File: config.mk
export PLATFORM = sky130hd
export DESIGN_NAME = dcmac_axis_stat_cnt
export DESIGN_NICKNAME = d
export VERILOG_FILES = /design/src/rtl/dcmac_stat_pkg.sv /design/src/rtl/dcmac_stat_acc.sv /design/src/rtl/dcmac_axis_stat_cnt.sv
export SDC_FILE = /design/constraint.sdc
export NUM_CORES = 2
export LEC_CHECK = 0
export ABC_AREA = 1
export ABC_CLOCK_PERIOD_IN_PS = 3000
export CORE_AREA = 2 2 683 685
export DETAILED_ROUTE_END_ITERATION = 10
export DIE_AREA = 0 0 685 687
export PLACE_DENSITY = 0.46
export RECOVER_POWER = 25
export SYNTH_ARGS = -nofsm -noshare
export SYNTH_HDL_FRONTEND = slang
export SYNTH_SLANG_ARGS = --single-unit
File: constraint.sdc
create_clock -name clk -period 3 [get_ports clk]
set_input_delay 0.6 -clock clk [delete_from_list [all_inputs] [get_ports clk]]
set_output_delay 0.6 -clock clk [all_outputs]
set_load 0.01 [all_outputs]
File: src/rtl/dcmac_stat_pkg.sv
// rtl/dcmac_stat_pkg.sv - shared widths, popcount helper and counter triple type for the AXIS stats counter
package dcmac_stat_pkg;

    localparam int MAX_SEG   = 64;
    localparam int MAX_CNT_W = 64;

    function automatic int f_id_w(input int num_id);
        return (num_id == 1) ? 1 : $clog2(num_id);
    endfunction

    function automatic int f_pkt_inc_w(input int num_seg);
        return $clog2(num_seg + 1);
    endfunction

    function automatic int f_popcnt(input logic [MAX_SEG-1:0] v);
        int c;
        c = 0;
        for (int k = 0; k < MAX_SEG; k++) begin
            c += int'(v[k]);
        end
        return c;
    endfunction

    // Counters narrower than MAX_CNT_W are zero-extended into this type.
    typedef struct packed {
        logic [MAX_CNT_W-1:0] pkt_cnt;
        logic [MAX_CNT_W-1:0] byte_cnt;
        logic [MAX_CNT_W-1:0] err_cnt;
    } cnt_triple_t;

endpackage

File: src/rtl/dcmac_stat_acc.sv
// rtl/dcmac_stat_acc.sv - single statistics accumulator with wrap/saturate, restart-load and overflow event
module dcmac_stat_acc #(
    parameter int CNT_W    = 48,
    parameter int INC_W    = 8,
    parameter bit SATURATE = 1'b0
) (
    input  logic             clk,
    input  logic             rst,
    input  logic [INC_W-1:0] i_inc,
    input  logic             i_load,
    output logic [CNT_W-1:0] o_cnt,
    output logic             o_ovf_evt
);

    logic [CNT_W-1:0] cnt_q;
    logic [CNT_W-1:0] cnt_d;
    logic [CNT_W:0]   sum;

    // Next count: a load restarts at the coincident increment, otherwise add with carry handling.
    always_comb begin
        sum       = {1'b0, cnt_q} + (CNT_W+1)'(i_inc);
        cnt_d     = cnt_q;
        o_ovf_evt = 1'b0;
        if (i_load) begin
            cnt_d = CNT_W'(i_inc);
        end else if (sum[CNT_W]) begin
            o_ovf_evt = 1'b1;
            cnt_d     = SATURATE ? '1 : sum[CNT_W-1:0];
        end else begin
            cnt_d = sum[CNT_W-1:0];
        end
    end

    // Counter register.
    always_ff @(posedge clk) begin
        if (rst) begin
            cnt_q <= '0;
        end else begin
            cnt_q <= cnt_d;
        end
    end

    assign o_cnt = cnt_q;

endmodule

File: src/rtl/dcmac_axis_stat_cnt.sv
// rtl/dcmac_axis_stat_cnt.sv - per-channel packet/byte/error statistics with clear and snapshot
module dcmac_axis_stat_cnt
    import dcmac_stat_pkg::*;
#(
    parameter int NUM_ID         = 6,
    parameter int NUM_SEG        = 3,
    parameter int SIZE_W         = 8,
    parameter int CNT_W          = 48,
    parameter bit SATURATE       = 1'b0,
    parameter bit REGISTER_INPUT = 1'b1,
    localparam int ID_W          = f_id_w(NUM_ID),
    localparam int PKT_INC_W     = f_pkt_inc_w(NUM_SEG)
) (
    input  logic                          clk,
    input  logic                          rst,
    input  logic                          i_vld,
    input  logic [ID_W-1:0]               i_id,
    input  logic [NUM_SEG-1:0]            i_eop,
    input  logic [NUM_SEG-1:0]            i_err,
    input  logic [SIZE_W-1:0]             i_size,
    input  logic [NUM_ID-1:0]             i_clear,
    input  logic [NUM_ID-1:0]             i_snap,
    output logic [NUM_ID-1:0][CNT_W-1:0]  o_pkt_cnt,
    output logic [NUM_ID-1:0][CNT_W-1:0]  o_byte_cnt,
    output logic [NUM_ID-1:0][CNT_W-1:0]  o_err_cnt,
    output logic [NUM_ID-1:0][CNT_W-1:0]  o_snap_pkt,
    output logic [NUM_ID-1:0][CNT_W-1:0]  o_snap_byte,
    output logic [NUM_ID-1:0][CNT_W-1:0]  o_snap_err,
    output logic [NUM_ID-1:0]             o_snap_vld,
    output logic [NUM_ID-1:0]             o_ovf
);

    // ---------------- stage A: optional input register ----------------
    logic               a_vld;
    logic [ID_W-1:0]    a_id;
    logic [NUM_SEG-1:0] a_eop;
    logic [NUM_SEG-1:0] a_err;
    logic [SIZE_W-1:0]  a_size;

    if (REGISTER_INPUT) begin : g_in_reg
        logic               a_vld_q;
        logic               a_vld_d;
        logic [ID_W-1:0]    a_id_q;
        logic [ID_W-1:0]    a_id_d;
        logic [NUM_SEG-1:0] a_eop_q;
        logic [NUM_SEG-1:0] a_eop_d;
        logic [NUM_SEG-1:0] a_err_q;
        logic [NUM_SEG-1:0] a_err_d;
        logic [SIZE_W-1:0]  a_size_q;
        logic [SIZE_W-1:0]  a_size_d;

        // Input capture.
        always_comb begin
            a_vld_d  = i_vld;
            a_id_d   = i_id;
            a_eop_d  = i_eop;
            a_err_d  = i_err;
            a_size_d = i_size;
        end

        // Input register; reset discards an in-flight beat.
        always_ff @(posedge clk) begin
            if (rst) begin
                a_vld_q  <= 1'b0;
                a_id_q   <= '0;
                a_eop_q  <= '0;
                a_err_q  <= '0;
                a_size_q <= '0;
            end else begin
                a_vld_q  <= a_vld_d;
                a_id_q   <= a_id_d;
                a_eop_q  <= a_eop_d;
                a_err_q  <= a_err_d;
                a_size_q <= a_size_d;
            end
        end

        assign a_vld  = a_vld_q;
        assign a_id   = a_id_q;
        assign a_eop  = a_eop_q;
        assign a_err  = a_err_q;
        assign a_size = a_size_q;
    end else begin : g_in_bypass
        assign a_vld  = i_vld;
        assign a_id   = i_id;
        assign a_eop  = i_eop;
        assign a_err  = i_err;
        assign a_size = i_size;
    end

    // ---------------- stage B: per-beat increments ----------------
    logic                 a_id_ok;
    logic                 b_vld_q;
    logic                 b_vld_d;
    logic [ID_W-1:0]      b_id_q;
    logic [ID_W-1:0]      b_id_d;
    logic [PKT_INC_W-1:0] b_pkt_inc_q;
    logic [PKT_INC_W-1:0] b_pkt_inc_d;
    logic [PKT_INC_W-1:0] b_err_inc_q;
    logic [PKT_INC_W-1:0] b_err_inc_d;
    logic [SIZE_W-1:0]    b_byte_inc_q;
    logic [SIZE_W-1:0]    b_byte_inc_d;

    // Increments are forced to zero for idle beats and out-of-range channels.
    always_comb begin
        a_id_ok      = a_vld && (int'(a_id) < NUM_ID);
        b_vld_d      = a_id_ok;
        b_id_d       = a_id;
        b_pkt_inc_d  = '0;
        b_err_inc_d  = '0;
        b_byte_inc_d = '0;
        if (a_id_ok) begin
            b_pkt_inc_d  = PKT_INC_W'(f_popcnt(MAX_SEG'(a_eop)));
            b_err_inc_d  = PKT_INC_W'(f_popcnt(MAX_SEG'(a_eop & a_err)));
            b_byte_inc_d = a_size;
        end
    end

    // Increment register.
    always_ff @(posedge clk) begin
        if (rst) begin
            b_vld_q      <= 1'b0;
            b_id_q       <= '0;
            b_pkt_inc_q  <= '0;
            b_err_inc_q  <= '0;
            b_byte_inc_q <= '0;
        end else begin
            b_vld_q      <= b_vld_d;
            b_id_q       <= b_id_d;
            b_pkt_inc_q  <= b_pkt_inc_d;
            b_err_inc_q  <= b_err_inc_d;
            b_byte_inc_q <= b_byte_inc_d;
        end
    end

    // ---------------- stage C: per-channel control and accumulators ----------------
    logic [NUM_ID-1:0] clr1_q;
    logic [NUM_ID-1:0] clr1_d;
    logic [NUM_ID-1:0] clr2_q;
    logic [NUM_ID-1:0] clr2_d;
    logic [NUM_ID-1:0] clr_edge;
    logic [NUM_ID-1:0] snap_q;
    logic [NUM_ID-1:0] snap_d;
    logic [NUM_ID-1:0] snap_vld_q;
    logic [NUM_ID-1:0] snap_vld_d;
    logic [NUM_ID-1:0] ovf_q;
    logic [NUM_ID-1:0] ovf_d;
    logic [NUM_ID-1:0] ovf_evt;
    cnt_triple_t       snap_reg_q [NUM_ID];
    cnt_triple_t       snap_reg_d [NUM_ID];

    // Clear edge detect, snapshot capture of pre-update counts, sticky overflow.
    always_comb begin
        clr1_d     = i_clear;
        clr2_d     = clr1_q;
        clr_edge   = clr1_q & ~clr2_q;
        snap_d     = i_snap;
        snap_vld_d = snap_q;
        snap_reg_d = snap_reg_q;
        ovf_d      = ovf_q;
        for (int i = 0; i < NUM_ID; i++) begin
            ovf_d[i] = clr_edge[i] ? 1'b0 : (ovf_q[i] | ovf_evt[i]);
            if (snap_q[i]) begin
                snap_reg_d[i].pkt_cnt  = MAX_CNT_W'(o_pkt_cnt[i]);
                snap_reg_d[i].byte_cnt = MAX_CNT_W'(o_byte_cnt[i]);
                snap_reg_d[i].err_cnt  = MAX_CNT_W'(o_err_cnt[i]);
            end
        end
    end

    // Control and snapshot registers.
    always_ff @(posedge clk) begin
        if (rst) begin
            clr1_q     <= '0;
            clr2_q     <= '0;
            snap_q     <= '0;
            snap_vld_q <= '0;
            ovf_q      <= '0;
            snap_reg_q <= '{default: '0};
        end else begin
            clr1_q     <= clr1_d;
            clr2_q     <= clr2_d;
            snap_q     <= snap_d;
            snap_vld_q <= snap_vld_d;
            ovf_q      <= ovf_d;
            snap_reg_q <= snap_reg_d;
        end
    end

    for (genvar g = 0; g < NUM_ID; g++) begin : g_id
        logic                 hit;
        logic                 load;
        logic [PKT_INC_W-1:0] pkt_inc;
        logic [PKT_INC_W-1:0] err_inc;
        logic [SIZE_W-1:0]    byte_inc;
        logic                 pkt_evt;
        logic                 byte_evt;
        logic                 err_evt;

        assign hit      = b_vld_q && (b_id_q == ID_W'(g));
        assign load     = clr_edge[g] | snap_q[g];
        assign pkt_inc  = hit ? b_pkt_inc_q  : '0;
        assign err_inc  = hit ? b_err_inc_q  : '0;
        assign byte_inc = hit ? b_byte_inc_q : '0;

        dcmac_stat_acc #(.CNT_W(CNT_W), .INC_W(PKT_INC_W), .SATURATE(SATURATE)) u_pkt (
            .clk       (clk),
            .rst       (rst),
            .i_inc     (pkt_inc),
            .i_load    (load),
            .o_cnt     (o_pkt_cnt[g]),
            .o_ovf_evt (pkt_evt)
        );

        dcmac_stat_acc #(.CNT_W(CNT_W), .INC_W(SIZE_W), .SATURATE(SATURATE)) u_byte (
            .clk       (clk),
            .rst       (rst),
            .i_inc     (byte_inc),
            .i_load    (load),
            .o_cnt     (o_byte_cnt[g]),
            .o_ovf_evt (byte_evt)
        );

        dcmac_stat_acc #(.CNT_W(CNT_W), .INC_W(PKT_INC_W), .SATURATE(SATURATE)) u_err (
            .clk       (clk),
            .rst       (rst),
            .i_inc     (err_inc),
            .i_load    (load),
            .o_cnt     (o_err_cnt[g]),
            .o_ovf_evt (err_evt)
        );

        assign ovf_evt[g]     = pkt_evt | byte_evt | err_evt;
        assign o_snap_pkt[g]  = CNT_W'(snap_reg_q[g].pkt_cnt);
        assign o_snap_byte[g] = CNT_W'(snap_reg_q[g].byte_cnt);
        assign o_snap_err[g]  = CNT_W'(snap_reg_q[g].err_cnt);
    end

    assign o_snap_vld = snap_vld_q;
    assign o_ovf      = ovf_q;

endmodule

## Yosys cells after proc, flatten, opt, wreduce, memory -nomap -nowiden

Index checks and enable logic that the tools add are counted.

- $lt $le $gt $ge: 1
- Bitwise gates (word level): 28
- Add/subtract/negate cells: 83
- Equal/unequal tests: 5
- Reductions and logical operators: 21
- Multiplexer cells: 72

Operators by type and width:

| operator | count |
|---|---|
| $add A48 B2 Y49 | 12 |
| $add A48 B8 Y49 | 6 |
| $add A2 B1 Y2 const B | 61 |
| $mux W8 | 12 |
| $mux W2 | 24 |
| $mux W1 | 36 |
| $reduce_or A2 Y1 | 13 |
| $or A1 B1 Y1 | 24 |
| $logic_and A1 B1 Y1 | 7 |
| $and A6 B6 Y6 | 1 |
| $eq A3 B2 Y1 const B | 2 |
| $eq A3 B3 Y1 const B | 2 |
| $not A6 Y6 | 1 |
| $add A1 B1 Y2 | 2 |
| $add A2 B1 Y2 | 2 |
| $and A3 B3 Y3 | 1 |
| $eq A3 B1 Y1 const B | 1 |
| $logic_not A3 Y1 | 1 |
| $lt A3 B3 Y1 const B | 1 |
| $not A1 Y1 | 1 |

- Flip-flop bits (word level): 1792
- Logic and storage cells: 284

## Depth between registers and ports, before layout

- Depth in word-level cells: 64
- Gate-level depth with buffers: 20
- Depth with buffers taken out: 19

## Cells and area by module

A second synthesis with hierarchy kept.

- Cells, all modules: 12727
- Area, all modules: 87438.9 sq um

By module, submodules not included:

| module | seq. area each (sq um) | instances | area each (sq um) | cells each |
|---|---|---|---|---|
| dcmac_axis_stat_cnt | 18577.8 | 1 | 32532.5 | 4118 |
| dcmac_stat_acc at g_id[0].u_pkt ... | 960.9 | 8 | 2871.5 | 443 |
| dcmac_stat_acc at g_id[1].u_byte ... | 960.9 | 4 | 3422.0 | 550 |
| dcmac_stat_acc at g_id[0].u_err ... | 960.9 | 3 | 2919.0 | 442 |
| dcmac_stat_acc at g_id[0].u_byte ... | 960.9 | 2 | 3333.2 | 550 |
| dcmac_stat_acc at g_id[5].u_pkt | 960.9 | 1 | 2822.7 | 439 |

## Worst setup path before layout

Ideal clock, no wire load.

- Kind: flip-flop to flip-flop
- Start: register b_vld_q
- End: register g_id[3].u_err.cnt_q[28]
- Slack: 322 ps
- Buffers on the path: 1
- Cell stages (with the launch flop): 17
- Arrival time: 2559 ps
- Cell sequence: dfxtp_1 > inv_1 > nor2_1 > nand2_1 > nor2_1 > clkinv_1 > clkbuf_1 > nor2_1 > ha_1 > fa_1 > nand3_2 > nor2_2 > nand2_1 > nor2_1 > nand4_1 > o21ai_0 > a21oi_1

- Cells in the longest elaborated chain, start to end: 3

RTL lines:

| element | RTL line | source |
|---|---|---|
| start: declaration | dcmac_axis_stat_cnt.sv:93 | `logic b_vld_q;` |
| start signal: assignment | dcmac_axis_stat_cnt.sv:128 | `b_vld_q <= b_vld_d;` |
| $logic_and A1 B1 Y1 | dcmac_axis_stat_cnt.sv:200 | `assign hit = b_vld_q && (b_id_q == ID_W'(g));` |
| $mux W2 | dcmac_axis_stat_cnt.sv:203 | `assign err_inc = hit ? b_err_inc_q : '0;` |
| $add A48 B2 Y49 | dcmac_stat_acc.sv:21 | `sum = {1'b0, cnt_q} + (CNT_W+1)'(i_inc);` |
| end signal: assignment | dcmac_stat_acc.sv:39 | `cnt_q <= cnt_d;` |
| end: declaration | dcmac_stat_acc.sv:15 | `logic [CNT_W-1:0] cnt_q;` |

No other way between the ends.
A chain may end at the register's enable or synchronous reset.

## Worst setup path after layout

- Start: register g_id[4].u_err.cnt_q[29]
- End: output o_err_cnt[221] (netlist bit)

RTL lines:

| element | RTL line | source |
|---|---|---|
| start: declaration | dcmac_stat_acc.sv:15 |  |
| start signal: assignment | dcmac_stat_acc.sv:39 |  |
| end: declaration | dcmac_axis_stat_cnt.sv:25 | `output logic [NUM_ID-1:0][CNT_W-1:0] o_err_cnt,` |

No word-level cell between the ends.

==> metrics.md <==
| Metric | Value |
|---|---|
| Crit-path max cell delay | `0.78 ns` |
| #FFs+latches synth | `1792` |
| Critical Path Sink Type | `primary output` |
| Data arrival, critical path | `2.32 ns` |
| Clock buffer depth | `4` |
| Initial antenna violation count | `38` |
| Vias in the first global route | `85.72k` |
| Number of flops mapped to enable cells by yosys | `0` |
| Drt pass-1 iters | `6` |
| Nets | `14.12k` |
| Max-cap viol count | `1` |
| Failing checks | `max-capacitance violations, max-slew violations` |
| Synth top area cells | `dfxtp_1, nand2_1, nor2_1` |
| Netlist cell types | `51` |
| Average wire per standard cell | `26.43 µm` |
| Top cells by count, synth | `nand2_1, nor2_1, dfxtp_1` |
| CP max FO | `6` |
| Seq/Total Area, Yosys | `0.4420` |
| Clock network latency to the later pin of the worst-skew pair | `1.01 ns` |
| CP Launch Type | `flop` |
| Worst vdd ir | `0.0004783 V` |
| CTS clk-pin slew, worst paths | `0.06 ns` |
| Endpoints failing setup | `0` |
| Post-layout util | `0.2554` |
| Slowest-stage cell, CP | `clkdlybuf4s50_1` |
| Met2 demand-to-capacity share in global routing | `0.3465` |
| Share of layout cells above drive strength 1 | `0.08872` |
| I/O pin cnt | `1772` |
| Vias post-DR | `90.92k` |
| Detailed-route wire length | `538.3 mm` |
| WP data required | `2.40 ns` |
| Max Transition Viols Final | `20` |
| Status | `finished with violations` |
| LEAKAGE | `40.72 nW` |
| Setup WS post-layout | `0.07849 ns` |
| Yosys Warn Count | `0` |
| Drc violations | `0` |
| Top delay family on crit path | `buffers and inverters` |
| Slew margin rel. | `-0.1638` |
| TritonCTS clock tree | `done` |
| Post-synth top area share | `0.4420` |
| Die Wd | `685 µm` |
| GRT Total Usage | `0.2182` |
| Worst Skew | `0.09280 ns` |
| First-pass GRT wire length | `728.8 mm` |
| Final Hold Viols | `0` |
| Period utilization | `0.9738` |
| Pre-CTS setup slack | `-0.1611 ns` |
| Post-synth ARST share | `0` |
| Initial Util | `0.1754` |
| Final hold slack | `0.1394 ns` |
| Mapped Cells | `11.84k` |
| Post-synthesis instance area | `0.08116 mm²` |
| Full die area | `0.4706 mm²` |
| Worst path bufs/invs | `1` |
| CTS H-Tree Depth | `4` |
| Syn Nets | `11.97k` |
| Tmin final | `2.922 ns` |
| Largest net degree at the start of global routing | `245` |
| Max frequency | `342.3 MHz` |
| Core Area | `0.4626 mm²` |
| Port buffer count | `1771` |
| Area leader, netlist | `dfxtp_1` |
| Row count | `250` |
| Antenna Nets Post-Route | `0` |
| Die Ht | `687 µm` |
| Hold Crit Class | `in -> reg` |
| Num CTS Buffers | `233` |
| PwrDens | `510.9 mW/mm²` |
| CTS Hold Bufs | `0` |
| Worst slew pin tran | `1.746 ns` |
| # clock sinks | `1792` |
| Met3 GRT Util | `0.05160` |
| Syn-to-layout area delta | `45.56%` |
| Main synth FF type | `dfxtp_1` |
| Gr ovfl total | `0` |
| First DRT Iteration DRCs | `8136` |
| CTS Root Cell | `clkbuf_16` |
| GP Congestion | `0.9905` |
| DP HPWL | `439.1 mm` |
| Syn_area_per_cell | `6.854 µm²` |
| Routing usage on met1 | `0.2850` |
| Via density | `4.464` |
| Most common cell in the netlist | `nand2_1` |
| Setup Crit Path Kind | `reg -> out` |
| Pwr Total | `0.06036 W` |
| Most used routing layer | `met2` |
| Cell Chain, Critical Path | `clkdlybuf4s50_1` |
## cell usage in the layout, fill, tap and decap left out, types with 11 or more instances in the layout
cell	instances
a21oi_1	1270
and2_1	12
buf_12	46
buf_4	485
bufinv_16	28
clkbuf_1	54
clkbuf_16	236
clkbuf_8	57
clkdlybuf4s50_1	1717
clkinv_2	45
dfxtp_1	1745
dfxtp_2	41
diode_2	15
dlygate4sd2_1	34
fa_1	16
ha_1	67
inv_1	1130
inv_2	44
nand2_1	2437
nand2_2	26
nand3_1	604
nand3b_1	49
nand4_1	266
nor2_1	1938
nor2_2	61
nor2_4	22
nor3_1	224
nor3_2	18
nor3b_1	13
nor4_1	13
o21a_1	14
o21ai_0	1051
o21ai_1	16
o21bai_1	15
o31ai_1	37
or2_0	64
or2_1	11
or2_2	69
xnor2_1	21
xor2_1	70
## logic make-up after synthesis
kind of cell,count (synthesis),synth area share
compound gates,2442,0.1542
xor+xnor,91,0.009820
fa+ha+maj,92,0.01603
buf+inv,1579,0.07361
flops,1792,0.4420
simple gates,5845,0.3043
## flip-flops by register name, indices dropped and copies added, names as in the netlist, 8 cells and up
register,count
a_size,8
o_snap_byte,288
g_id.u_pkt.o_cnt,288
o_snap_err,288
o_snap_pkt,288
b_byte_inc_q,8
g_id.u_err.o_cnt,288
g_id.u_byte.o_cnt,288
## power breakdown
part / total, W / switching (W) / internal, W
Combinational: 0.00461 / 0.00284 / 0.00177
Sequential: 0.0250 / 0.000495 / 0.0245
Clock: 0.0307 / 0.0125 / 0.0182
## metal layers
metal  share of wire  wire [µm]
met4           0.045      24030
met5        0.000045         24
met1            0.44     235000
met2            0.44     239300
met3           0.074      39990
## what timing repair did
action | CTS | global route
resized for setup | 79 | 85
buffers inserted | 0 | 2
pin swaps | 1 | 9
endpoints found under the setup margin | 135 | 275
gates cloned | 0 | 0
## layout make-up
| type | count | area, µm² |
|---|---|---|
| fill | 51490 | 344500 |
| multi-input combinational | 8470 | 39560 |
| sequential | 1792 | 35950 |
| timing repair buffer | 2310 | 22190 |
| tap | 6174 | 7725 |
| clock buffer | 330 | 6829 |
| inverter | 1184 | 4462 |
| clock inverter | 94 | 1388 |
| antenna | 15 | 37.54 |
## metrics by stage
stage,area [µm²],TNS [ns],instances
floorplan,81160,0,11840
global placement,109800,-2.484,19930
detailed placement,109800,-2.140,19930
CTS,118000,-0.03994,20350
global route,118100,-0.001930,20360
finish,118100,0,20370
## path summary, 6_finish.rpt
| kind | endpoint | slack [ns] | cells after the start | startpoint |
|---|---|---|---|---|
| max | o_err_cnt[221] | 0.08 | 1 | g_id[4].u_err.o_cnt[29]$_SDFF_PP0_ |
| max reg2reg | g_id[0].u_pkt.o_cnt[35]$_SDFF_PP0_ | 0.20 | 17 | b_vld_q$_SDFF_PP0_ |
| min reg2reg | b_byte_inc_q[6]$_SDFF_PP0_ | 0.41 | 2 | a_size[6]$_SDFF_PP0_ |
| min | clr1_q[4]$_SDFF_PP0_ | 0.14 | 3 | i_clear[4] |
Note: power is estimated with default switching activity, not from simulation.
